===== config.mk =====
export PLATFORM = sky130hd
export DESIGN_NAME = instr_fetch_unit
export DESIGN_NICKNAME = d
export VERILOG_FILES = /design/src/rtl/instr_fetch_unit.sv
export SDC_FILE = /design/constraint.sdc
export NUM_CORES = 1
export LEC_CHECK = 0
export BUFFER_PORTS_ARGS = -buffer_cell sky130_fd_sc_hd__buf_4
export CORE_UTILIZATION = 51
export CTS_CLUSTER_DIAMETER = 60
export DETAILED_ROUTE_END_ITERATION = 6
export PLACE_DENSITY_LB_ADDON = 0.12
export RECOVER_POWER = 100
export SYNTH_ARGS = -nofsm -noshare
export SYNTH_HDL_FRONTEND = slang
export SYNTH_SLANG_ARGS = --single-unit

===== constraint.sdc =====
create_clock -name clock -period 4 [get_ports clock]
set_input_delay 0.8 -clock clock [delete_from_list [all_inputs] [get_ports clock]]
set_output_delay 0.8 -clock clock [all_outputs]
set_load 0.05 [all_outputs]

===== src/rtl/instr_fetch_unit.sv =====
// RV32I fetch stage: imem req/gnt/rvalid master, prefetch FIFO and registered IF/ID buffer.
// Optional build macro IF_MISALIGN_CHECK_EN enables sticky misaligned-redirect detection.
module instr_fetch_unit #(
  parameter logic [31:0] BOOT_ADDR       = 32'h0000_0000,
  parameter int          FIFO_DEPTH      = 2,
  parameter int          MAX_OUTSTANDING = 2
) (
  input  logic        clock,
  input  logic        reset,
  output logic        imem_req_op,
  output logic [31:0] imem_addr_op,
  input  logic        imem_gnt_ip,
  input  logic        imem_rvalid_ip,
  input  logic [31:0] imem_rdata_ip,
  input  logic        stall_ip,
  input  logic        redirect_ip,
  input  logic [31:0] redirect_target_ip,
  output logic        instr_data_valid_op,
  output logic [31:0] instr_data_op,
  output logic [31:0] pc_op,
  output logic [31:0] pc4_op,
  output logic        misalign_op
);

  localparam int          PW  = $clog2(FIFO_DEPTH);
  localparam int          CW  = $clog2(FIFO_DEPTH + 1) + 1;
  localparam logic [31:0] NOP = 32'h0000_0013;

  logic [31:0]   fetch_pc;
  logic [CW-1:0] outstanding;
  logic [CW-1:0] kill_cnt;
  logic [CW-1:0] fifo_count;
  logic [CW-1:0] in_flight;
  logic [PW-1:0] fifo_wr;
  logic [PW-1:0] fifo_rd;
  logic [PW-1:0] pcq_wr;
  logic [PW-1:0] pcq_rd;
  logic [31:0]   fifo_instr [FIFO_DEPTH];
  logic [31:0]   fifo_pc    [FIFO_DEPTH];
  logic [31:0]   pcq        [FIFO_DEPTH];
  logic          grant;
  logic          push;
  logic          pop;
  logic          fifo_empty;
  logic          fetch_block;
  logic [31:0]   target_pc;

`ifdef IF_MISALIGN_CHECK_EN
  logic misalign_q;

  always_ff @(posedge clock or negedge reset) begin
    if (!reset) begin
      misalign_q <= 1'b0;
    end else if (redirect_ip && (redirect_target_ip[1:0] != 2'b00)) begin
      misalign_q <= 1'b1;
    end
  end

  assign misalign_op = misalign_q;
  assign fetch_block = misalign_q;
  assign target_pc   = redirect_target_ip;
`else
  assign misalign_op = 1'b0;
  assign fetch_block = 1'b0;
  assign target_pc   = redirect_target_ip & 32'hFFFF_FFFC;
`endif

  // Words in flight plus words buffered must never exceed FIFO space, so a push always fits.
  assign in_flight    = outstanding + fifo_count;
  assign imem_req_op  = reset && !redirect_ip && !fetch_block &&
                        (in_flight < CW'(FIFO_DEPTH)) &&
                        (outstanding < CW'(MAX_OUTSTANDING));
  assign imem_addr_op = fetch_pc;
  assign grant        = imem_req_op && imem_gnt_ip;
  assign fifo_empty   = (fifo_count == '0);
  assign push         = imem_rvalid_ip && (kill_cnt == '0) && !redirect_ip;
  assign pop          = !redirect_ip && !stall_ip && !fifo_empty && !fetch_block;

  // NOTE: state registers use non-blocking (<=) so every flop samples pre-edge values.
  always_ff @(posedge clock or negedge reset) begin
    if (!reset) begin
      fetch_pc    <= BOOT_ADDR;
      outstanding <= '0;
      kill_cnt    <= '0;
      pcq_wr      <= '0;
      pcq_rd      <= '0;
    end else begin
      if (redirect_ip) begin
        fetch_pc <= target_pc;
      end else if (grant) begin
        fetch_pc <= fetch_pc + 32'd4;
      end
      outstanding <= outstanding + CW'(grant) - CW'(imem_rvalid_ip);
      // Everything still in flight at a redirect belongs to the old path.
      if (redirect_ip) begin
        kill_cnt <= outstanding - CW'(imem_rvalid_ip);
      end else if (imem_rvalid_ip && (kill_cnt != '0)) begin
        kill_cnt <= kill_cnt - CW'(1);
      end
      if (grant) begin
        pcq_wr <= pcq_wr + PW'(1);
      end
      if (imem_rvalid_ip) begin
        pcq_rd <= pcq_rd + PW'(1);
      end
    end
  end

  // NOTE: storage arrays carry no reset; pointers and counts alone define validity.
  always_ff @(posedge clock) begin
    if (grant) begin
      pcq[pcq_wr] <= fetch_pc;
    end
    if (push) begin
      fifo_instr[fifo_wr] <= imem_rdata_ip;
      fifo_pc[fifo_wr]    <= pcq[pcq_rd];
    end
  end

  always_ff @(posedge clock or negedge reset) begin
    if (!reset) begin
      fifo_wr    <= '0;
      fifo_rd    <= '0;
      fifo_count <= '0;
    end else if (redirect_ip) begin
      fifo_wr    <= '0;
      fifo_rd    <= '0;
      fifo_count <= '0;
    end else begin
      if (push) begin
        fifo_wr <= fifo_wr + PW'(1);
      end
      if (pop) begin
        fifo_rd <= fifo_rd + PW'(1);
      end
      fifo_count <= fifo_count + CW'(push) - CW'(pop);
    end
  end

  // IF/ID buffer: no bypass from the response port, data and pc hold when empty.
  always_ff @(posedge clock or negedge reset) begin
    if (!reset) begin
      instr_data_valid_op <= 1'b0;
      instr_data_op       <= NOP;
      pc_op               <= 32'h0;
      pc4_op              <= 32'h0;
    end else if (redirect_ip) begin
      instr_data_valid_op <= 1'b0;
    end else if (!stall_ip) begin
      if (pop) begin
        instr_data_valid_op <= 1'b1;
        instr_data_op       <= fifo_instr[fifo_rd];
        pc_op               <= fifo_pc[fifo_rd];
        pc4_op              <= fifo_pc[fifo_rd] + 32'd4;
      end else begin
        instr_data_valid_op <= 1'b0;
      end
    end
  end

endmodule


==> Yosys cells after proc, flatten, opt, wreduce, memory -nomap -nowiden <==
Memories as Yosys holds them, arrays and structs flattened. A register that Yosys moved wholly into a read port is not among the register bits.
Index checks and enable logic that the tools add are counted.
{ "op_classes": {"addsub": 13, "eq_ne": 1, "bitwise": 2, "n_reduce_logical": 21, "magnitude_cmp": 2, "mux": 16} }
{ "op_table": {"columns": ["op", "n"], "rows": [
  ["adder 32 x 3 -> 32 bit, second input constant", 2],
  ["2-to-1 mux 32 bit", 2],
  ["2-to-1 mux 1 bit", 11],
  ["logical AND 1 bit", 9],
  ["2-to-1 mux 3 bit", 3],
  ["subtractor 3 x 1 -> 3 bit", 3],
  ["nonzero test 2 bit", 4],
  ["adder 3 x 1 -> 3 bit", 2],
  ["logical NOT 3 bit", 2],
  ["< comparator 3 x 2 -> 1 bit, second input constant", 2],
  ["adder 1 bit, second input constant", 4],
  ["logical NOT 1 bit", 4],
  ["adder 3 bit", 1],
  ["AND reduction 3 bit", 1],
  ["nonzero test 3 bit", 1],
  ["subtractor 3 x 1 -> 3 bit, second input constant", 1],
  ["!= test 2 x 1 -> 1 bit, second input constant", 1],
  ["NOT 1 bit", 2]
]} }
{ "word_totals": {"out_inout_bits": 131, "memories": 3, "wordCells": 69, "in_bits": 70, "mem_bits_rw": 192, "reg_bits": 110} }
{ "mem_list": {"columns": ["name", "words", "width", "read_ports", "rd_ports_with_merged_regs", "wr", "line_no", "rtl"], "rows": [
  ["fifo_instr", 2, 32, 1, 1, 1, "38", "logic [31:0] fifo_instr [FIFO_DEPTH];"],
  ["fifo_pc", 2, 32, 1, 0, 1, "39", "logic [31:0] fifo_pc [FIFO_DEPTH];"],
  ["pcq", 2, 32, 1, 0, 1, "40", "logic [31:0] pcq [FIFO_DEPTH];"]
]} }

==> Longest topological paths before layout <==
Gate-level depths: netlist of run 1.
{ "depth": {"word_depth": 7, "depth_mapped": 13, "ltp_nobuf": 11} }

==> Least setup slack after synthesis of run 1 <==
Ideal clock, no wire load.
{ "synth_path": {"kind": "in2reg", "startpoint": "input redirect_ip", "endpoint": "memory fifo_instr[0][0], enable pin", "required_time_ns": 3.518, "arrival_ns": 3.783, "path_slack_ns": -0.265, "cell_stages": 4, "setup_ns": 0.482, "path_buffers": 1, "path_cell_list": "clkbuf_1 > clkinv_1 > nand2b_1 > nor2_1"} }
{ "synth_between": {"elab_chain_cells": 4} }
{ "synth_lines": {"columns": ["element", "line_no", "rtl"], "rows": [
  ["start, declared", "16", "input logic redirect_ip,"],
  ["logical NOT 1 bit", "76", "assign push = imem_rvalid_ip && (kill_cnt == '0) && !redirect_ip;"],
  ["logical AND 1 bit", "76", null],
  ["2-to-1 mux 1 bit", "114", "if (push) begin"],
  ["2-to-1 mux 1 bit (not written as such)", "115", "fifo_instr[fifo_wr] <= imem_rdata_ip;"],
  ["end, declared", "38", null]
]} }
Every way passes these cells.

==> Worst setup path in the final report of run 1 <==
{ "layout_path": {"startpoint": "register fifo_rd", "endpoint": "register pc4_op[28]"} }
{ "layout_between": {"elab_chain_cells": 2} }
{ "layout_lines": {"columns": ["element", "line_no", "rtl"], "rows": [
  ["start, declared", "35", "logic [PW-1:0] fifo_rd;"],
  ["start signal, assigned", "134", "fifo_rd <= fifo_rd + PW'(1);"],
  ["memory (2 x 32 bit)", null, null],
  ["adder 32 x 3 -> 32 bit", "154", "pc4_op <= fifo_pc[fifo_rd] + 32'd4;"],
  ["end signal, assigned", "154", null],
  ["end, declared", "21", "output logic [31:0] pc4_op,"]
]} }
Every way passes these cells.
A chain may end at the register's enable or synchronous reset.

==> results of run 1 <==
-- cell type report --
class | instances | area share (%)
Sequential cell | 320 | 56.3
Multi-Input combinational cell | 650 | 26.9
Timing Repair Buffer | 208 | 6.55
Clock buffer | 50 | 6.34
Tap cell | 335 | 2.64
Clock inverter | 13 | 0.764
Inverter | 23 | 0.544
-- logic make-up (layout without fill, tap and decap cells) --
logic type / after synthesis / after routing / synth area share, %
AO/OA/AOI/OAI: 191 / 191 / 9.07
XOR/XNOR: 25 / 25 / 1.73
adder cells (fa/ha/maj): 14 / 14 / 1.46
buffers and inverters: 79 / 294 / 2.84
flip-flops: 320 / 320 / 66.0
multiplexers: 91 / 91 / 7.12
other: 1 / 7 / 0.0277
AND/OR/NAND/NOR: 322 / 322 / 11.8
-- layer usage --
| metal | vias up | GRT usage (%) | part of all wire (%) |
|---|---|---|---|
| met5 | - | 0 | 0 |
| met4 | 0 | 6.71 | 2.1 |
| met3 | 42 | 3.94 | 6.7 |
| met2 | 321 | 31.3 | 44 |
| met1 | 4184 | 30.4 | 47 |
| li1 | 4242 | - | - |
-- flip-flops by register name, indices dropped and copies added, names as in the netlist --
register,count
outstanding,3
instr_data_op,32
fifo_rd,1
fifo_count,3
pcq_wr,1
fifo_wr,1
kill_cnt,3
pc4_op,30
pcq,60
imem_addr_op,30
instr_data_valid_op,1
pc_op,30
pcq_rd,1
fifo_pc,60
fifo_instr,64
-- metrics by stage --
step / area [um^2] / hold WS, ns / setup WS, ns / TNS (ns)
2_1_floorplan: 13600 / 0.501 / -0.265 / -32.86
3_3_place_gp: 15300 / 0.456 / 1.16 / 0
3_5_place_dp: 15300 / 0.461 / 1.14 / 0
4_1_cts: 16400 / 0.459 / 1.10 / 0
5_1_grt: 15900 / 0.469 / 0.570 / 0
6_report: 15900 / 0.464 / 0.725 / 0
-- path summary, 6_finish.rpt --
check,from,to,slack [ns],cells after the start
worst max-delay path,fifo_rd,pc4_op[28],0.73,6
worst min-delay path,pcq_rd,pcq_rd,0.46,1
worst max register to register,fifo_rd,pc4_op[28],0.73,6
worst min register to register,pcq_rd,pcq_rd,0.46,1
max in group asynchronous,reset,instr_data_op[21],1.12,3
min in group asynchronous,reset,fifo_count[2],0.49,2
-- power by group through the flow --
stage / sequential (mW) / clock (mW) / combinational (mW)
floorplan: 6.17 / 0 / 1.55
global placement: 4.66 / 0 / 4.25
detailed placement: 4.69 / 0 / 4.30
CTS: 4.63 / 3.21 / 4.31
global route: 4.72 / 3.35 / 4.13
finish: 4.62 / 3.13 / 3.83
-- synth_stat cells, types with 11 or more instances --
cell,instances
a21oi_1,11
buf_4,14
clkbuf_1,25
dfrtp_1,133
edfxtp_1,184
ha_1,11
inv_1,21
mux2_2,36
mux2i_1,53
nand2_1,154
nand3_1,47
nand4_1,16
nor2_1,36
o211ai_1,13
o21ai_0,102
o311ai_0,11
xnor2_1,14
-- critical path: cells and delay by family (launching register included) --
kind            cells  cell delay, ns
flops               1            0.78
buf+inv             1            0.70
compound gates      2            0.61
simple gates        2            0.68
mux                 1            0.40
==> impl_results.md, run 1 <==
- Status: finished with violations
- Failing checks: max-capacitance violations, max-slew violations
- Maximum capacitance violations: 5
- First-pass GRT wire length: 43.9 mm
- Nets: 1322
- Min Tclk post-route: 3.27 ns
- Pint: 7.01 mW
- Synthesized area per cell: 13.0 um^2
- Final Setup Violations: 0
- ANT nets after route: 0
- Clk pin slew, worst setup/hold paths: 0.06 ns
- Latest clock arrival within the worst-skew pair: 0.50 ns
- Root Driver: clkbuf_16
- Initial Utilization: 52.0%
- DR vias/cell: 5.50
- Slew margin rel.: -54.8%
- CTS tree: done
- Fin crit share: 81.9%
- Critical Path AT: 3.69 ns
- Initial antenna violation count: 0
- GRT Resource Usage Total: 20.8%
- # hold bufs at CTS: 0
- DP HPWL: 18.6 mm
- Drt total wl: 27.9 mm
- Final Hold Viols: 0
- Fill cells: 2123
- H-tree levels: 2
- RSZ-0062 raised after global routing: false
- Crit path required time: 4.41 ns
- Achievable Freq: 0.305 GHz
- Ports: 201
- Die X: 165 um
- Reg power frac: 39.9%
- Vias in the first global route: 8305
- Area of the die: 27200 um^2
- Initial DRC count: 630
- Ys Warns: 0
- Synth area leaders: edfxtp_1 41%, dfrtp_1 25%, nand2_1 4.3%, mux2i_1 3.9%, o21ai_0 3.8%
- Clk network pwr share: 27.1%
- Pins Over Slew Limit: 370
- Layout cells sized above 1: 12.3%
- Multi-input gate area: 4270 um^2
- Post-synth EDFFs: 184
- Async S/R FF share, synth: 42.5%
- Crit path max fanout: 46
- Antenna cells: 0
- Postcts setup bufs: 0
- Routed vias: 8789
- Sequential area share after synthesis: 66.0%
- Commonest non-fill, non-tap cell in the layout: edfxtp_1
- Gate power share: 33.1%
- CP endpoint kind: register
- CP Class: reg -> reg
- Critical path cell sequence: clkbuf_2 -> mux2i_1 -> a211oi_4 -> nand4_4 -> or4_1 -> o211ai_1
- Core footprint: 26100 um^2
- Synth cell types: 69
- P_sw: 4.57 mW
- RD Place Congestion: 0.823
- Ys flop type: edfxtp_1
- Core Rows: 59
- Post-cts resize count: 0
- Min-Delay Path Class: reg -> reg
- Cell taking the most area after synthesis: edfxtp_1
- Placed cell count: 1536
- DRT Pass-1 Iters: 6
- Gate Count Post-Synth: 1043
- Gr ovfl total: 0
- Pwr dens: 729 nW/um^2
- Worst-Margin Slew: 2.32 ns
- VDD IR max: 473 uV
- Startpoint types: register
- Most frequent cells in the layout: 184 x edfxtp_1, 154 x nand2_1, 149 x clkbuf_1, 132 x dfrtp_1, 102 x o21ai_0
- Lkg Pwr: 5.97 nW
- Area Overhead vs Synth: 17.3%
- Layout Cells excl Fill: 1599
- DRC errors left: 0
- Synthesized flop and latch total: 320
- Die H: 165 um
- Core Util, Final: 60.9%
- Net Sw Frac: 39.5%
- FF+latch area: 8940 um^2
- Clk buf depth: 3
- Clock Skew: 0.00972 ns
- Yosys top cell area share: 40.8%
- Cts bufs inserted: 35
- WL/cell: 17.5 um
- I/O Buffers: 191
- Clock sink count: 320
- Max incr delay on CP: 0.78 ns
- Mapped Area: 13500 um^2
- Slowest CP cell: dfrtp_4
- Largest net degree at the start of global routing: 171
- Total Power: 11.6 mW
(Power assumes the default switching activity.)
==> run 2, diff against run 1 <==
--- a/config.mk
+++ b/config.mk
@@ -5,8 +5,9 @@
 export SDC_FILE = /design/constraint.sdc
 export NUM_CORES = 1
 export LEC_CHECK = 0
+export ABC_AREA = 1
 export BUFFER_PORTS_ARGS = -buffer_cell sky130_fd_sc_hd__buf_4
-export CORE_UTILIZATION = 51
+export CORE_UTILIZATION = 52
 export CTS_CLUSTER_DIAMETER = 60
 export DETAILED_ROUTE_END_ITERATION = 6
 export PLACE_DENSITY_LB_ADDON = 0.12
==> constraint.sdc (replaced) <==
create_clock -name clock -period 2.9 [get_ports clock]
set_input_delay 0.58 -clock clock [delete_from_list [all_inputs] [get_ports clock]]
set_output_delay 0.58 -clock clock [all_outputs]
set_load 0.05 [all_outputs]
==> run 2 against run 1 <==
  * The run still ends with max-capacitance violations, max-slew violations left
  * Global-route usage grew 1.5 points
  * Clock power grew 38%
  * First-iteration DRC count grew 4.0%
  * Routed wire length grew 4.1%
  * Combinational power grew 49%
  * Sequential power grew 37%
  * Final cell count grew 16%
  * Sequential share of layout area shrank 0.57 points
  * Power grew 41%
  * Synthesized area grew 0.75%
==> impl_results.md, run 2 <==
- Placement Cell Area: 15500 um^2 (+1.4%)
- VDD IR max: 665 uV (+41%)
- Synth cell types: 43 (-38%)
- Setup TNS: 0 ns (unchanged)
- Final Hold Viols: 0 (unchanged)
- Status: finished with violations
- FF+latch area: 8930 um^2 (about the same)
- Sequential area share after synthesis: 65.5% (-0.49 points)
- GRT Resource Usage Total: 22.3% (+1.5 points)
- CP Class: reg -> out
- Fill cells: 2114 (-0.42%)
- Nets: 1576 (+19%)
- Area Overhead vs Synth: 17.5%
- Drt total wl: 29.1 mm (+4.1%)
- Antenna cells: 0 (unchanged)
- Post-synth EDFFs: 184 (unchanged)
- Synthesized flop and latch total: 320 (unchanged)
- Min-Delay Path Class: in -> reg
- RSZ-0062 raised after global routing: false
- Post-Layout Inst Area: 16000 um^2 (+0.99%)
- Total Power: 16.4 mW (+41%)
- Top flop regs: fifo_instr: 64 flops, fifo_pc: 60 flops, pcq: 60 flops
- Latest clock arrival within the worst-skew pair: 0.51 ns (about the same)
- Die H: 164 um (-0.59%)
- Min Tclk post-route: 2.72 ns
- Gr ovfl total: 0 (unchanged)
- Max FFs per register: 64 (unchanged)
- Yosys top cell area share: 40.5% (-0.30 points)
- WL/cell: 15.7 um (-10%)
- Initial antenna violation count: 0 (unchanged)
- Worst-Margin Slew: 1.97 ns (-0.354 ns)
- Root Driver: clkbuf_16
- Crit path required time: 2.32 ns (-2.09 ns)
- Clk buf depth: 3 (unchanged)
- Multi-input gate area: 4190 um^2 (-1.9%)
- ANT nets after route: 0 (unchanged)
- Clock Skew: 0.0198 ns (+0.0100 ns)
- Crit path max fanout: 3 (-93%)
- Die X: 164 um (-0.59%)
- CTS tree: done
- Cell taking the most area after synthesis: edfxtp_1
- DR vias/cell: 5.16 (-6.1%)
- H-tree levels: 2 (unchanged)
- Ys flop type: edfxtp_1
- Synthesized area per cell: 10.6 um^2 (-19%)
- Achievable Freq: 0.367 GHz
- Initial Utilization: 53.6% (+1.6 points)
- Most frequent cells in the layout: 401 x nand2_1, 184 x edfxtp_1, 144 x clkbuf_1, 132 x dfrtp_1, 120 x nor2_1
- Largest reg by FF count: fifo_instr
- Pins Over Slew Limit: 137 (-63%)
- DRT Pass-1 Iters: 6 (unchanged)
- I/O Buffers: 191 (unchanged)
- Final Setup Violations: 0 (unchanged)
- Mapped Area: 13600 um^2 (+0.75%)
- Layout cells sized above 1: 11.3% (-1.1 points)
- CP Launch Point: outstanding[1]
- Worst R2R Start: outstanding[1]
- Routed vias: 9545 (+8.6%)
- Maximum capacitance violations: 1 (-4)
- Commonest non-fill, non-tap cell in the layout: nand2_1
- Critical Path AT: 2.14 ns (-1.55 ns)
- Gate Count Post-Synth: 1290 (+24%)
- Area of the die: 26900 um^2 (-1.2%)
- Slew margin rel.: -31.1% (+24 points)
- Clk pin slew, worst setup/hold paths: 0.06 ns (about the same)
- DP HPWL: 19.5 mm (+4.4%)
- CP endpoint kind: output port
- Async S/R FF share, synth: 42.5% (unchanged)
- # hold bufs at CTS: 0 (unchanged)
- Min-delay src: imem_rdata_ip[0]
- Clock sink count: 320 (unchanged)
- First-pass GRT wire length: 46.9 mm (+6.7%)
- Synth area leaders: edfxtp_1 41%, dfrtp_1 24%, nand2_1 11%, nand3_1 4.1%, nor2_1 3.4%
- Initial DRC count: 655 (+4.0%)
- Largest net degree at the start of global routing: 137 (-20%)
- RD Place Congestion: 0.874 (+6.1%)
- Lkg Pwr: 6.51 nW (+9.2%)
- Most frequent cell after synthesis: nand2_1
- Core footprint: 25500 um^2 (-2.3%)
- Pwr dens: 1020 nW/um^2 (+40%)
- Vias in the first global route: 9063 (+9.1%)
- Commonest cells in the netlist: 402 x nand2_1, 184 x edfxtp_1, 133 x dfrtp_1
- Ys Warns: 0 (unchanged)
- Startpoint types: register
- DRC errors left: 0 (unchanged)
- Failing checks: max-capacitance violations, max-slew violations
- Hold_ws: 0.271 ns (-0.193 ns)
- Core Rows: 58 (-1.7%)
- Cts bufs inserted: 35 (unchanged)
- Fin crit share: 93.9%
- Ports: 201 (unchanged)
## run 2: cell type report
| cell class | instances | share of cell area, % |
|---|---|---|
| Sequential cell | 320 | 55.7 |
| Multi-Input combinational cell | 850 | 26.1 |
| Timing Repair Buffer | 213 | 6.86 |
| Clock buffer | 47 | 6.00 |
| Tap cell | 330 | 2.58 |
| Inverter | 72 | 1.69 |
| Clock inverter | 17 | 1.05 |
## run 2: what timing repair did
action / 4_1_cts / 5_1_grt
setup endpoints to repair: 0 / 18
buffers inserted: 0 / 1
resized for setup: 0 / 1
## run 2: cell families after synthesis
| group | after synthesis | synth area share (%) |
|---|---|---|
| muxes | 31 | 2.55 |
| DFF | 320 | 65.5 |
| other | 1 | 0.0275 |
| AOI/OAI and AO/OA | 83 | 3.72 |
| xor gates and xnor gates | 22 | 1.41 |
| adders and majority gates | 14 | 1.45 |
| and+or+nand+nor | 693 | 21.3 |
| buffers and inverters | 126 | 4.05 |
## run 2: worst max-delay path: stages (launching register included)
cell and delay [ns]:
dfrtp_1 0.38, inv_1 0.10, fa_1 0.54, nand4_1 0.18
nor2_4 0.15, clkbuf_2 0.29
## run 2: worst paths after layout
path | slack, ns | endpoint | cells past startpoint
worst min register to register | 0.47 | pc_op[18] | 2
worst min-delay path | 0.27 | fifo_instr[0][0] | 1
worst max-delay path | 0.18 | imem_req_op | 5
worst max register to register | 0.25 | imem_addr_op[29] | 8
min in group asynchronous | 0.94 | pc_op[8] | 2
max in group asynchronous | 0.66 | fifo_rd | 2
## run 2: through the flow
stage	instances	util, %	setup WS, ns
5_1_grt	1849	62.9	0.0421
4_1_cts	1848	65.3	0.159
3_3_place_gp	1784	60.9	0.256
6_report	1849	62.9	0.178
3_5_place_dp	1784	60.9	0.172
2_1_floorplan	1296	-	0.0910
## run 2: metal layers
metal  track usage (%)  part of all wire [%]
met4              6.23                   1.8
met3              2.88                   5.0
met5                 0                     0
met2              35.4                    47
met1              32.4                    46
## run 2: power breakdown
group | internal [mW] | switching [mW]
logic | 1.24 | 4.48
clock network | 2.54 | 1.77
registers | 5.76 | 0.565
